===== src/rtl/uart_pkg.sv =====
// Shared UART definitions: receive/transmit state encoding, parity selection
// and the 3-sample majority vote used for bit recovery.
package uart_pkg;

  typedef enum logic [2:0] {
    IDLE,
    STRT,
    DATA,
    PRTY,
    STOP1,
    STOP2,
    VALD
  } uart_state_e;

  typedef enum logic {
    PAR_EVEN = 1'b0,
    PAR_ODD  = 1'b1
  } par_typ_e;

  function automatic logic maj3(input logic a, input logic b, input logic c);
    return (a & b) | (a & c) | (b & c);
  endfunction

endpackage


===== src/rtl/uart_rx_sampler.sv =====
// Mid-bit recovery: three samples around the bit centre, majority registered
// so the FSM sees a stable bit value (bit_rdy) two edges after the centre.
module uart_rx_sampler
  import uart_pkg::*;
#(
  parameter int OVERSAMPLE = 8
) (
  input  logic                          clk,
  input  logic                          rx_in,
  input  logic [$clog2(OVERSAMPLE)-1:0] edge_cnt,
  output logic                          rx_bit,
  output logic                          bit_rdy
);

  localparam int EW = $clog2(OVERSAMPLE);
  localparam int H  = OVERSAMPLE / 2;
  localparam logic [EW-1:0] EDGE_S0  = EW'(H - 1);
  localparam logic [EW-1:0] EDGE_S1  = EW'(H);
  localparam logic [EW-1:0] EDGE_S2  = EW'(H + 1);
  localparam logic [EW-1:0] EDGE_USE = EW'(H + 2);

  logic samp_a_p0;
  logic samp_b_p0;

  // p0: early/centre samples; p1: majority with the late sample taken live
  always_ff @(posedge clk) begin
    if (edge_cnt == EDGE_S0) samp_a_p0 <= rx_in;
    if (edge_cnt == EDGE_S1) samp_b_p0 <= rx_in;
    if (edge_cnt == EDGE_S2) rx_bit    <= maj3(samp_a_p0, samp_b_p0, rx_in);
  end

  assign bit_rdy = (edge_cnt == EDGE_USE);

endmodule


===== src/rtl/uart_rx_ctrl.sv =====
// UART receive controller: start detection with line-armed guard, data/parity/stop
// sequencing, deserialisation and one-cycle status pulses.
module uart_rx_ctrl
  import uart_pkg::*;
#(
  parameter int DATA_WIDTH = 8,
  parameter int OVERSAMPLE = 8
) (
  input  logic                  clk,
  input  logic                  rst,
  input  logic                  rx_in,
  input  logic                  par_en,
  input  logic                  par_typ,
  input  logic                  stop2,
  output logic [DATA_WIDTH-1:0] data_out,
  output logic                  data_valid,
  output logic                  par_err,
  output logic                  stp_err,
  output logic                  strt_glitch,
  output logic                  busy
);

  localparam int EW = $clog2(OVERSAMPLE);
  localparam int BW = $clog2(DATA_WIDTH + 1);
  localparam logic [EW-1:0] EDGE_LAST = EW'(OVERSAMPLE - 1);
  localparam logic [BW-1:0] BIT_LAST  = BW'(DATA_WIDTH - 1);

  uart_state_e           state;
  logic [EW-1:0]         edge_cnt;
  logic [BW-1:0]         bit_cnt;
  logic                  armed;
  logic                  par_en_q;
  logic                  stop2_q;
  par_typ_e              par_typ_q;
  logic [DATA_WIDTH-1:0] shift_p1;
  logic                  rx_bit;
  logic                  bit_rdy;
  logic                  last_cycle;
  logic                  par_exp;

  uart_rx_sampler #(.OVERSAMPLE(OVERSAMPLE)) u_sampler (
    .clk      (clk),
    .rx_in    (rx_in),
    .edge_cnt (edge_cnt),
    .rx_bit   (rx_bit),
    .bit_rdy  (bit_rdy)
  );

  assign last_cycle = (edge_cnt == EDGE_LAST);
  assign par_exp    = (par_typ_q == PAR_ODD) ? ~^shift_p1 : ^shift_p1;
  assign busy       = (state != IDLE);

  // p1: LSB-first deserialiser, newest bit enters at the MSB
  always_ff @(posedge clk) begin
    if (state == DATA && bit_rdy) shift_p1 <= {rx_bit, shift_p1[DATA_WIDTH-1:1]};
  end

  always_ff @(posedge clk) begin
    if (rst) begin
      state       <= IDLE;
      edge_cnt    <= '0;
      bit_cnt     <= '0;
      armed       <= 1'b0;
      par_en_q    <= 1'b0;
      par_typ_q   <= PAR_EVEN;
      stop2_q     <= 1'b0;
      data_out    <= '0;
      data_valid  <= 1'b0;
      par_err     <= 1'b0;
      stp_err     <= 1'b0;
      strt_glitch <= 1'b0;
    end else begin
      data_valid  <= 1'b0;
      par_err     <= 1'b0;
      stp_err     <= 1'b0;
      strt_glitch <= 1'b0;
      edge_cnt    <= edge_cnt + EW'(1);
      unique case (state)
        IDLE: begin
          edge_cnt <= '0;
          // a line that has not been seen high since reset or an error cannot start a frame
          if (rx_in) begin
            armed <= 1'b1;
          end else if (armed) begin
            state     <= STRT;
            edge_cnt  <= EW'(1);
            par_en_q  <= par_en;
            par_typ_q <= par_typ_e'(par_typ);
            stop2_q   <= stop2;
          end
        end
        STRT: begin
          if (bit_rdy && rx_bit) begin
            strt_glitch <= 1'b1;
            armed       <= 1'b0;
            state       <= IDLE;
          end else if (last_cycle) begin
            state   <= DATA;
            bit_cnt <= '0;
          end
        end
        DATA: begin
          if (last_cycle) begin
            if (bit_cnt == BIT_LAST) state <= par_en_q ? PRTY : STOP1;
            else bit_cnt <= bit_cnt + BW'(1);
          end
        end
        PRTY: begin
          if (bit_rdy && (rx_bit != par_exp)) begin
            par_err <= 1'b1;
            armed   <= 1'b0;
            state   <= IDLE;
          end else if (last_cycle) begin
            state <= STOP1;
          end
        end
        STOP1: begin
          // leaving at mid-stop keeps a back-to-back start edge catchable
          if (bit_rdy) begin
            if (!rx_bit) begin
              stp_err <= 1'b1;
              armed   <= 1'b0;
              state   <= IDLE;
            end else if (!stop2_q) begin
              data_out   <= shift_p1;
              data_valid <= 1'b1;
              state      <= VALD;
            end
          end else if (last_cycle && stop2_q) begin
            state <= STOP2;
          end
        end
        STOP2: begin
          if (bit_rdy) begin
            if (!rx_bit) begin
              stp_err <= 1'b1;
              armed   <= 1'b0;
              state   <= IDLE;
            end else begin
              data_out   <= shift_p1;
              data_valid <= 1'b1;
              state      <= VALD;
            end
          end
        end
        VALD:    state <= IDLE;
        default: state <= IDLE;
      endcase
    end
  end

endmodule

===== config.mk =====
export PLATFORM = sky130hd
export DESIGN_NAME = uart_rx_ctrl
export DESIGN_NICKNAME = d
export VERILOG_FILES = /design/src/rtl/uart_pkg.sv /design/src/rtl/uart_rx_sampler.sv /design/src/rtl/uart_rx_ctrl.sv
export SDC_FILE = /design/constraint.sdc
export NUM_CORES = 1
export LEC_CHECK = 0
export CELL_PAD_IN_SITES_DETAIL_PLACEMENT = 1
export CELL_PAD_IN_SITES_GLOBAL_PLACEMENT = 2
export CORE_ASPECT_RATIO = 2
export CORE_MARGIN = 2
export CORE_UTILIZATION = 36
export DETAILED_ROUTE_END_ITERATION = 12
export GPL_TIMING_DRIVEN = 0
export HOLD_SLACK_MARGIN = 0.15
export PLACE_DENSITY = 0.87
export SLEW_MARGIN = 20
export SYNTH_ARGS = -nofsm -noshare
export SYNTH_HDL_FRONTEND = slang
export SYNTH_SLANG_ARGS = --single-unit

===== constraint.sdc =====
create_clock -name clk -period 3 [get_ports clk]
set_clock_uncertainty 0.1 [all_clocks]
set_input_delay 0.3 -clock clk [delete_from_list [all_inputs] [get_ports clk]]
set_output_delay 0.3 -clock clk [all_outputs]
set_load 0.05 [all_outputs]

Word level (Yosys, flattened, before mapping). Index checks and enable logic that the tools add are counted.

Add/subtract/negate cells: 2. $mul: 0. Div/mod/pow operators: 0. Magnitude comparators: 0. Eq/ne operators: 33. Shifts and indexed selects: 0. Mux-type cells: 46. Bitwise logic cells: 10. Reductions and logical operators: 20.

Operators by type and width (number): $mux 3 (16); $mux 8 (5); $ne 2x2->1 const B (13); $eq 3x3->1 const B (6); $pmux 3 s6 (1); $mux 1 (16); $mux 4 (4); $pmux 8 s2 (1); $reduce_and 6->1 (2); $eq 3x2->1 const B (3); $ne 3x3->1 const B (3); $reduce_and 9->1 (1); $ne 2x1->1 const B (4); $pmux 4 s2 (1); $reduce_xnor 8->1 (1); $reduce_xor 8->1 (1); $reduce_or 2->1 (3); $not 1->1 (5); $reduce_and 5->1 (1); $add 4x1->4 const B (1); $eq 4x3->1 const B (1); $logic_and 1x1->1 (4); $ne 4x4->1 const B (1); $pmux 1 s4 (1); 12 further kinds (16).

Register bits: 37. Bits in latches: 0. RAM bits: 0. Memory bits (read-only): 0. Input bits: 6. Output and inout bits: 13. Memories kept: 0.

Longest topological paths before layout. Gate-level depths: netlist (run 1).

Word-level depth: 6. Depth in mapped cells: 8. Depth with buffers taken out: 7.

By module. A second synthesis (run 1) with hierarchy kept.

Cell total of the unflattened synthesis: 170. Area, all modules: 1746.7 um^2.

By module, submodules not included: uart_rx_ctrl (instances 1, cells an instance 162, area each 1611.5 um^2, sequential area each 760.7 um^2); uart_rx_sampler (instances 1, cells an instance 8, area each 135.1 um^2, sequential area each 90.1 um^2).

Worst setup path before layout (run 1). OpenSTA, ideal clock, no wires.

Path type: register to register. From: reg edge_cnt[0]. To: reg state[0]. Setup time: 0.121 ns. Data arrival time: 1.953 ns. Data required time: 2.779 ns. Path slack: 0.826 ns. Stages on the path, launching flop included: 9. Buffers on the path: 1. Cell sequence: dfxtp_1 -> inv_1 -> ha_1 -> and3_2 -> buf_2 -> o2111a_1 -> a2111oi_4 -> o41ai_4 -> mux2_4.

Cells in the longest elaborated chain, start to end: 4. Elaborated cells between the ends (all ways): 16. Those cells by class: 8 x eq/ne; 4 x mux; 4 x reduce/logical.

RTL lines: start, declared (RTL line uart_rx_ctrl.sv:29) `logic [EW-1:0] edge_cnt;`; start signal, assigned (RTL line uart_rx_ctrl.sv:77) `edge_cnt <= edge_cnt + EW'(1);`; $eq 3x3->1 (on tied branches) (RTL line uart_rx_sampler.sv:32, uart_rx_ctrl.sv:49); $logic_and 1x1->1 (on tied branches) (RTL line uart_rx_ctrl.sv:109, uart_rx_ctrl.sv:93, uart_rx_ctrl.sv:129); $ne 3x3->1 (no source line), or another cell as far along; $reduce_and 9->1 (no source line) / $pmux 3 s6 (equally long branches); end signal, assigned (RTL line uart_rx_ctrl.sv:104) `if (bit_cnt == BIT_LAST) state <= par_en_q ? PRTY : STOP1;`; end, declared (RTL line uart_rx_ctrl.sv:28) `uart_state_e state;`.

Several ways; a longest one is shown, not always the timed one. A chain may end at the register's enable or synchronous reset.

Worst setup path in the final report (run 1).
From: reg state[0]. To: out busy.

Cells in the longest elaborated chain, start to end: 1.

RTL lines: $reduce_bool 3->1 (RTL line uart_rx_ctrl.sv:51) `assign busy = (state != IDLE);`; end, declared (RTL line uart_rx_ctrl.sv:20) `output logic busy`.

No other way between the ends.

==> metrics.md, run 1 <==
| Metric | Value |
|---|---|
| Post-Layout Cell Count | `260` |
| Via/cell ratio | `5.58` |
| Wire length per cell | `18.1 um` |
| I/O Buffers | `18` |
| Placed cell areas | `2080 um2` |
| CTS Buf Count | `5` |
| Hold buffers post-CTS | `0` |
| Core area | `4860 um2` |
| Clock root cell | `clkbuf_8` |
| Gr ovfl total | `0` |
| Number of global-route vias before repair | `1671` |
| Die area | `5690 um2` |
| Area grow syn2layout | `18.3%` |
| Fillers | `561` |
| Die height | `105 um` |
| Final instance area | `2160 um2` |
| DRT iter0 DRCs | `23` |
| Post-CTS setup repair buffer count | `0` |
| Sequential area share after synthesis | `0.466` |
| Routed WL | `4710 um` |
| Diodes inserted | `0` |
| Required time of the critical path | `2.60 ns` |
| Shortest period the worst path allows | `2.76 ns` |
| DRT antenna net count | `0` |
| Final Cycle Share | `0.920` |
| Crit-path max cell delay | `0.76 ns` |
| Setup_tns | `0 ns` |
| Leak pwr | `0.725 nW` |
| First-pass GRT wire length | `7800 um` |
| Status | `finished clean` |
| Layout cells sized above 1 | `0.0985` |
| Final Max Slew Viols | `0` |
| Final net count | `215` |
| Hpwl dp | `3740 um` |
| Clk pin slew, worst setup/hold paths | `0.07 ns` |
| Largest net degree at the start of global routing | `12` |
| Yosys top cell by area | `dfxtp_1` |
| GP Congestion | `0.835` |
| Post-synth EDFFs | `11` |
| CP Launch Type | `flop` |
| Initial Util | `0.376` |
| #FFs+latches synth | `37` |
| Final-report hold violation count | `0` |
| Yosys warning count | `0` |
| Worst-Skew Late Latency | `0.29 ns` |
| Final Setup Violations | `0` |
| CP Class | `flop to output pin` |
| CP max-delay cell | `clkdlybuf4s50_1` |
| Avg Cell Area, Syn | `10.3 um2` |
| Worst setup EP type | `output pin` |
| Cell variety after synth | `48` |
| Max Root-Sink Buffers | `2` |
| DRC viols | `0` |
| Initial DRT Pass Iterations | `4` |
| Cell row count | `36` |
| WP data arrival | `2.36 ns` |
| Area share of the largest cell type after synthesis | `0.285` |
| Max IR drop VDD | `0.263 mV` |
| Clock sink count | `37` |
| CP Max Fanout | `6` |
| Die X | `54.4 um` |
| Worst min path class | `flop to flop` |
| Dominant cells by area after synthesis | `dfxtp_1, edfxtp_1, mux2i_1` |
| P per Cell Area | `568 nW/um2` |
| Fmax achieved | `362 MHz` |
| Post-synth ARST share | `0` |
| Placed Cells | `252` |
| Main flop type after synthesis | `dfxtp_1` |
| Worst path buffer plus inverter count | `2` |
| Worst-Margin Slew | `0.817 ns` |
| Antenna violations before repair | `0` |
| Top cell family by delay on the critical path | `buffers and inverters` |
| Worst-path cell chain | `nor3_1, inv_1, clkdlybuf4s50_1` |
| I/O pins | `19` |
| Vias | `1451` |
| RSZ-0062 raised after global routing | `no` |
| H-tree depth | `2` |
| CTS tree | `done` |
| Syn Nets | `190` |
| Post-CTS Resized | `0` |
| Synth Cell Area | `1830 um2` |
| Maxcap violations | `0` |
| Slew margin rel. | `0.451` |
| Post-layout util | `0.444` |
| Synth Instances | `177` |
| Total track usage | `0.190` |
power by group:
part / internal [mW] / leakage (nW) / switching [mW]
Combinational: 0.136 / 0.371 / 0.189
Clock: 0.161 / 0.0450 / 0.174
Sequential: 0.539 / 0.309 / 0.0277
Total: 0.835 / 0.725 / 0.391
cell usage in the layout, fill, tap and decap left out, types with 3 or more instances in the layout:
cell	netlist	routed
ha_1	7	7
mux2i_1	10	10
and2_1	3	3
nor4_1	4	4
a21oi_1	7	7
o21ai_0	3	3
nand3_1	7	7
nor2b_1	4	4
inv_1	8	8
xnor2_1	7	7
nand2_1	10	10
nor2_1	16	16
clkdlybuf4s50_1	0	18
edfxtp_1	11	11
clkbuf_8	0	5
o31ai_1	3	3
dfxtp_1	26	26
nand2b_1	4	4
nor3_1	7	7
clkbuf_1	5	6
layer usage:
metal / vias to the layer above / wire [um] / share of wire / GRT usage
li1: 688 / - / - / -
met1: 713 / 1600 / 0.34 / 0.166
met2: 34 / 2740 / 0.58 / 0.348
met3: 16 / 147 / 0.031 / 0.0457
met4: 0 / 225 / 0.048 / 0.123
met5: - / 0 / 0 / 0
flip-flops by register name (all words and copies together), names as in the netlist:
name	cells
u_sampler.samp_b_p0	1
shift_p1	8
par_en_q	1
strt_glitch	1
stp_err	1
bit_cnt	4
data_out	8
u_sampler.rx_bit	1
par_typ_q	1
u_sampler.samp_a_p0	1
state	3
stop2_q	1
par_err	1
armed	1
edge_cnt	3
data_valid	1
layout make-up:
class	instances	area (um2)	share of cell area
multi-input combinational	125	917	0.424
tap	57	71.3	0.0330
timing repair buffer	18	180	0.0834
sequential	37	851	0.394
clock inverter	2	10.0	0.00463
buffer	7	28.8	0.0133
clock buffer	6	72.6	0.0336
inverter	8	30.0	0.0139
cells in the mapped netlist (5+ instances only):
cell	instances
mux2i_1	10
ha_1	7
clkbuf_1	5
a21oi_1	7
nand2_1	10
nor3_1	7
nand3_1	7
dfxtp_1	26
edfxtp_1	11
nor2_1	16
inv_1	8
xnor2_1	7
cells by family (layout without fill, tap and decap cells):
logic type / after synthesis / count (layout) / share of synthesized area
xor gates and xnor gates: 10 / 10 / 0.0555
buffers and inverters: 15 / 41 / 0.0322
adders and majority gates: 8 / 8 / 0.0534
muxes: 11 / 11 / 0.0630
and+or+nand+nor: 68 / 68 / 0.200
AOI/OAI and AO/OA: 28 / 28 / 0.130
DFF: 37 / 37 / 0.466
worst paths after layout:
path                             startpoint  endpoint  slack, ns  cells past startpoint
worst max-delay path               state[0]      busy       0.24                      3
worst min-delay path                  armed     armed       0.37                      2
worst max register to register  edge_cnt[0]  state[0]       0.47                      7
worst min register to register        armed     armed       0.37                      2
metrics by stage:
| step | power, mW | setup WS, ns | hold WS [ns] |
|---|---|---|---|
| floorplan | 0.808 | 0.826 | 0.299 |
| global placement | 0.884 | 0.587 | 0.348 |
| detailed placement | 0.898 | 0.496 | 0.360 |
| CTS | 1.24 | 0.301 | 0.371 |
| global route | 1.29 | 0.205 | 0.406 |
| finish | 1.23 | 0.240 | 0.365 |
worst reg2reg max path: cells and delay by family (launching register included):
family          cells  cell delay [ns]
compound gates      3             0.88
fa+ha+maj           2             0.59
flops               1             0.38
mux                 1             0.33
buf+inv             1             0.14
Power figures use the tool's default switching activity.
==> inputs of run 2 (changes only) <==
--- a/config.mk
+++ b/config.mk
@@ -11,7 +11,6 @@
 export CORE_MARGIN = 2
 export CORE_UTILIZATION = 36
 export DETAILED_ROUTE_END_ITERATION = 12
-export GPL_TIMING_DRIVEN = 0
 export HOLD_SLACK_MARGIN = 0.15
 export PLACE_DENSITY = 0.87
 export SLEW_MARGIN = 20
==> run 2 against run 1 <==
Global-route usage down 1.1 points. Combinational power down 8.3%. Worst setup slack improved by 0.038 ns. Fmax is 1.4% higher. Core utilization shrank 0.44 points. Largest power group unchanged. Highest routed layer unchanged.
==> metrics.md, run 2 (synthesis gave the netlist of run 1 again) <==
| Metric | Value |
|---|---|
| Status | `finished clean (unchanged)` |
| Worst path buffer plus inverter count | `2 (unchanged)` |
| Max IR drop VDD | `0.306 mV (was 0.263 mV)` |
| Die area | `5690 um2 (unchanged)` |
| Reg2reg setup slack | `0.60 ns (was 0.47 ns)` |
| Worst-case reg-to-reg path depth | `7 (unchanged)` |
| Final Max Slew Viols | `0 (unchanged)` |
| Wire length per cell | `18.0 um (was 18.1 um)` |
| Worst-Skew Late Latency | `0.29 ns (about the same)` |
| First-pass GRT wire length | `7450 um (was 7800 um)` |
| RSZ-0062 raised after global routing | `no (unchanged)` |
| Commonest non-fill, non-tap cell in the layout | `dfxtp_1 (unchanged)` |
| Flop pwr share | `0.479 (was 0.462)` |
| Clock sink count | `37 (unchanged)` |
| Setup_tns | `0 ns (unchanged)` |
| Sw Share | `0.313 (was 0.319)` |
| Fmax achieved | `367 MHz (was 362 MHz)` |
| I/O Buffers | `18 (unchanged)` |
| CTS tree | `done (unchanged)` |
| Largest net degree at the start of global routing | `17 (was 12)` |
| Post-CTS setup repair buffer count | `0 (unchanged)` |
| CP max-delay cell | `clkdlybuf4s50_1 (unchanged)` |
| Worst-path cell chain | `nor3_1, inv_1, clkdlybuf4s50_1 (unchanged)` |
| Logic pwr share | `0.246 (was 0.265)` |
| CP Launch Type | `flop (unchanged)` |
| Die height | `105 um (unchanged)` |
| DRT antenna net count | `0 (unchanged)` |
| Clk pin slew, worst setup/hold paths | `0.07 ns (about the same)` |
| Max Root-Sink Buffers | `2 (unchanged)` |
| P per Cell Area | `566 nW/um2 (was 568 nW/um2)` |
| Final Setup Violations | `0 (unchanged)` |
| CP Max Fanout | `15 (was 6)` |
| Slew margin rel. | `0.525 (was 0.451)` |
| Top cell family by delay on the critical path | `buffers and inverters (unchanged)` |
| Hold buffers post-CTS | `0 (unchanged)` |
| FF-to-FF Start | `edge_cnt[0] (unchanged)` |
| Total track usage | `0.179 (was 0.190)` |
| Cell row count | `36 (unchanged)` |
| CTS Buf Count | `5 (unchanged)` |
| Via/cell ratio | `5.52 (was 5.58)` |
| Worst min path class | `flop to flop (unchanged)` |
| WHS | `0.371 ns (was 0.365 ns)` |
| Crit-path max cell delay | `0.75 ns (was 0.76 ns)` |
| Reg-to-reg critical path endpoint | `state[0] (unchanged)` |
| Routed WL | `4570 um (was 4710 um)` |
| Clock root cell | `clkbuf_8 (unchanged)` |
| Post-layout util | `0.440 (was 0.444)` |
| WP data arrival | `2.32 ns (was 2.36 ns)` |
| Hold path start | `armed (unchanged)` |
| CP startpoint | `state[0] (unchanged)` |
| Core area | `4860 um2 (unchanged)` |
| Largest regs | `data_out (8), shift_p1 (8), bit_cnt (4) (unchanged)` |
| Final-report hold violation count | `0 (unchanged)` |
| Post-CTS Resized | `0 (unchanged)` |
| Layout cells sized above 1 | `0.0964 (was 0.0985)` |
| Gr ovfl total | `0 (unchanged)` |
| Worst-Margin Slew | `0.710 ns (was 0.817 ns)` |
| Die X | `54.4 um (unchanged)` |
| Commonest non-fill, non-tap cells in the layout | `dfxtp_1, clkdlybuf4s50_1, nor2_1 (unchanged)` |
| DRT iter0 DRCs | `24 (was 23)` |
| I/O pins | `19 (unchanged)` |
| Diodes inserted | `0 (unchanged)` |
| Leak pwr | `0.713 nW (was 0.725 nW)` |
| Shortest period the worst path allows | `2.72 ns (was 2.76 ns)` |
| GP Congestion | `0.827 (was 0.835)` |
| DRC viols | `0 (unchanged)` |
| Maxcap violations | `0 (unchanged)` |
| Clk network pwr share | `0.276 (was 0.273)` |
| Antenna violations before repair | `0 (unchanged)` |
| Required time of the critical path | `2.60 ns (about the same)` |
| Critical Path Sink | `busy (unchanged)` |
| Pint | `0.832 mW (was 0.835 mW)` |
| Final net count | `209 (was 215)` |
| Initial Util | `0.376 (unchanged)` |
| WP depth | `3 (unchanged)` |
| Vias | `1402 (was 1451)` |
| Initial DRT Pass Iterations | `4 (unchanged)` |
| H-tree depth | `2 (unchanged)` |
| Number of global-route vias before repair | `1584 (was 1671)` |
| Worst setup EP type | `output pin (unchanged)` |
| Area grow syn2layout | `17.1% (was 18.3%)` |
| Psw | `0.379 mW (was 0.391 mW)` |
| Pwr Total | `1.21 mW (was 1.23 mW)` |
| Final Cycle Share | `0.907 (was 0.920)` |
| CP Class | `flop to output pin (unchanged)` |
| Hpwl dp | `3690 um (was 3740 um)` |
-- run 2: changes by cell type in the layout (fill, tap and decap cells not counted), sizes merged --
cell,delta
clkbuf,-6
-- run 2: worst min-delay path, delay by kind of cell (launching register included) --
kind | cells | cell delay (ns)
AND/OR/NAND/NOR | 1 | 0.05
flip-flops | 1 | 0.31
multiplexers | 1 | 0.06
-- run 2: stage by stage --
step / cell area [um2] / cells / setup WS, ns
floorplan: 1830 / 177 / 0.826
global placement: 2060 / 246 / 0.673
detailed placement: 2060 / 246 / 0.606
CTS: 2140 / 254 / 0.290
global route: 2140 / 254 / 0.161
finish: 2140 / 254 / 0.279
-- run 2: layout make-up --
class / instances / area [um2]
inverter: 8 / 30.0
sequential: 37 / 851
tap: 57 / 71.3
fill: 566 / 2730
timing repair buffer: 19 / 188
clock inverter: 2 / 10.0
multi-input combinational: 125 / 917
clock buffer: 6 / 72.6
-- run 2: layer usage --
| metal | up-vias | part of all wire | track usage |
|---|---|---|---|
| met1 | 695 | 0.36 | 0.166 |
| met2 | 21 | 0.59 | 0.346 |
| met5 | - | 0 | 0 |
| met4 | 0 | 0.032 | 0.0857 |
| met3 | 11 | 0.014 | 0.0214 |
| li1 | 675 | - | - |
-- run 2: worst min path at each step --
stage                                endpoint  slack (ns)  cells past startpoint
final                                   armed        0.37                      2
after global routing                    armed        0.41                      2
after CTS                               armed        0.38                      2
after detailed placement                armed        0.37                      2
after global placement                  armed        0.36                      2
after floorplan           u_sampler.samp_a_p0        0.30                      0
-- run 2: power groups by stage --
stage,sequential [mW],clock [mW],combinational (mW)
after CTS,0.579,0.348,0.300
after global placement,0.587,0,0.289
after global routing,0.585,0.363,0.327
final,0.580,0.334,0.298
after detailed placement,0.591,0,0.298
after floorplan,0.566,0,0.242
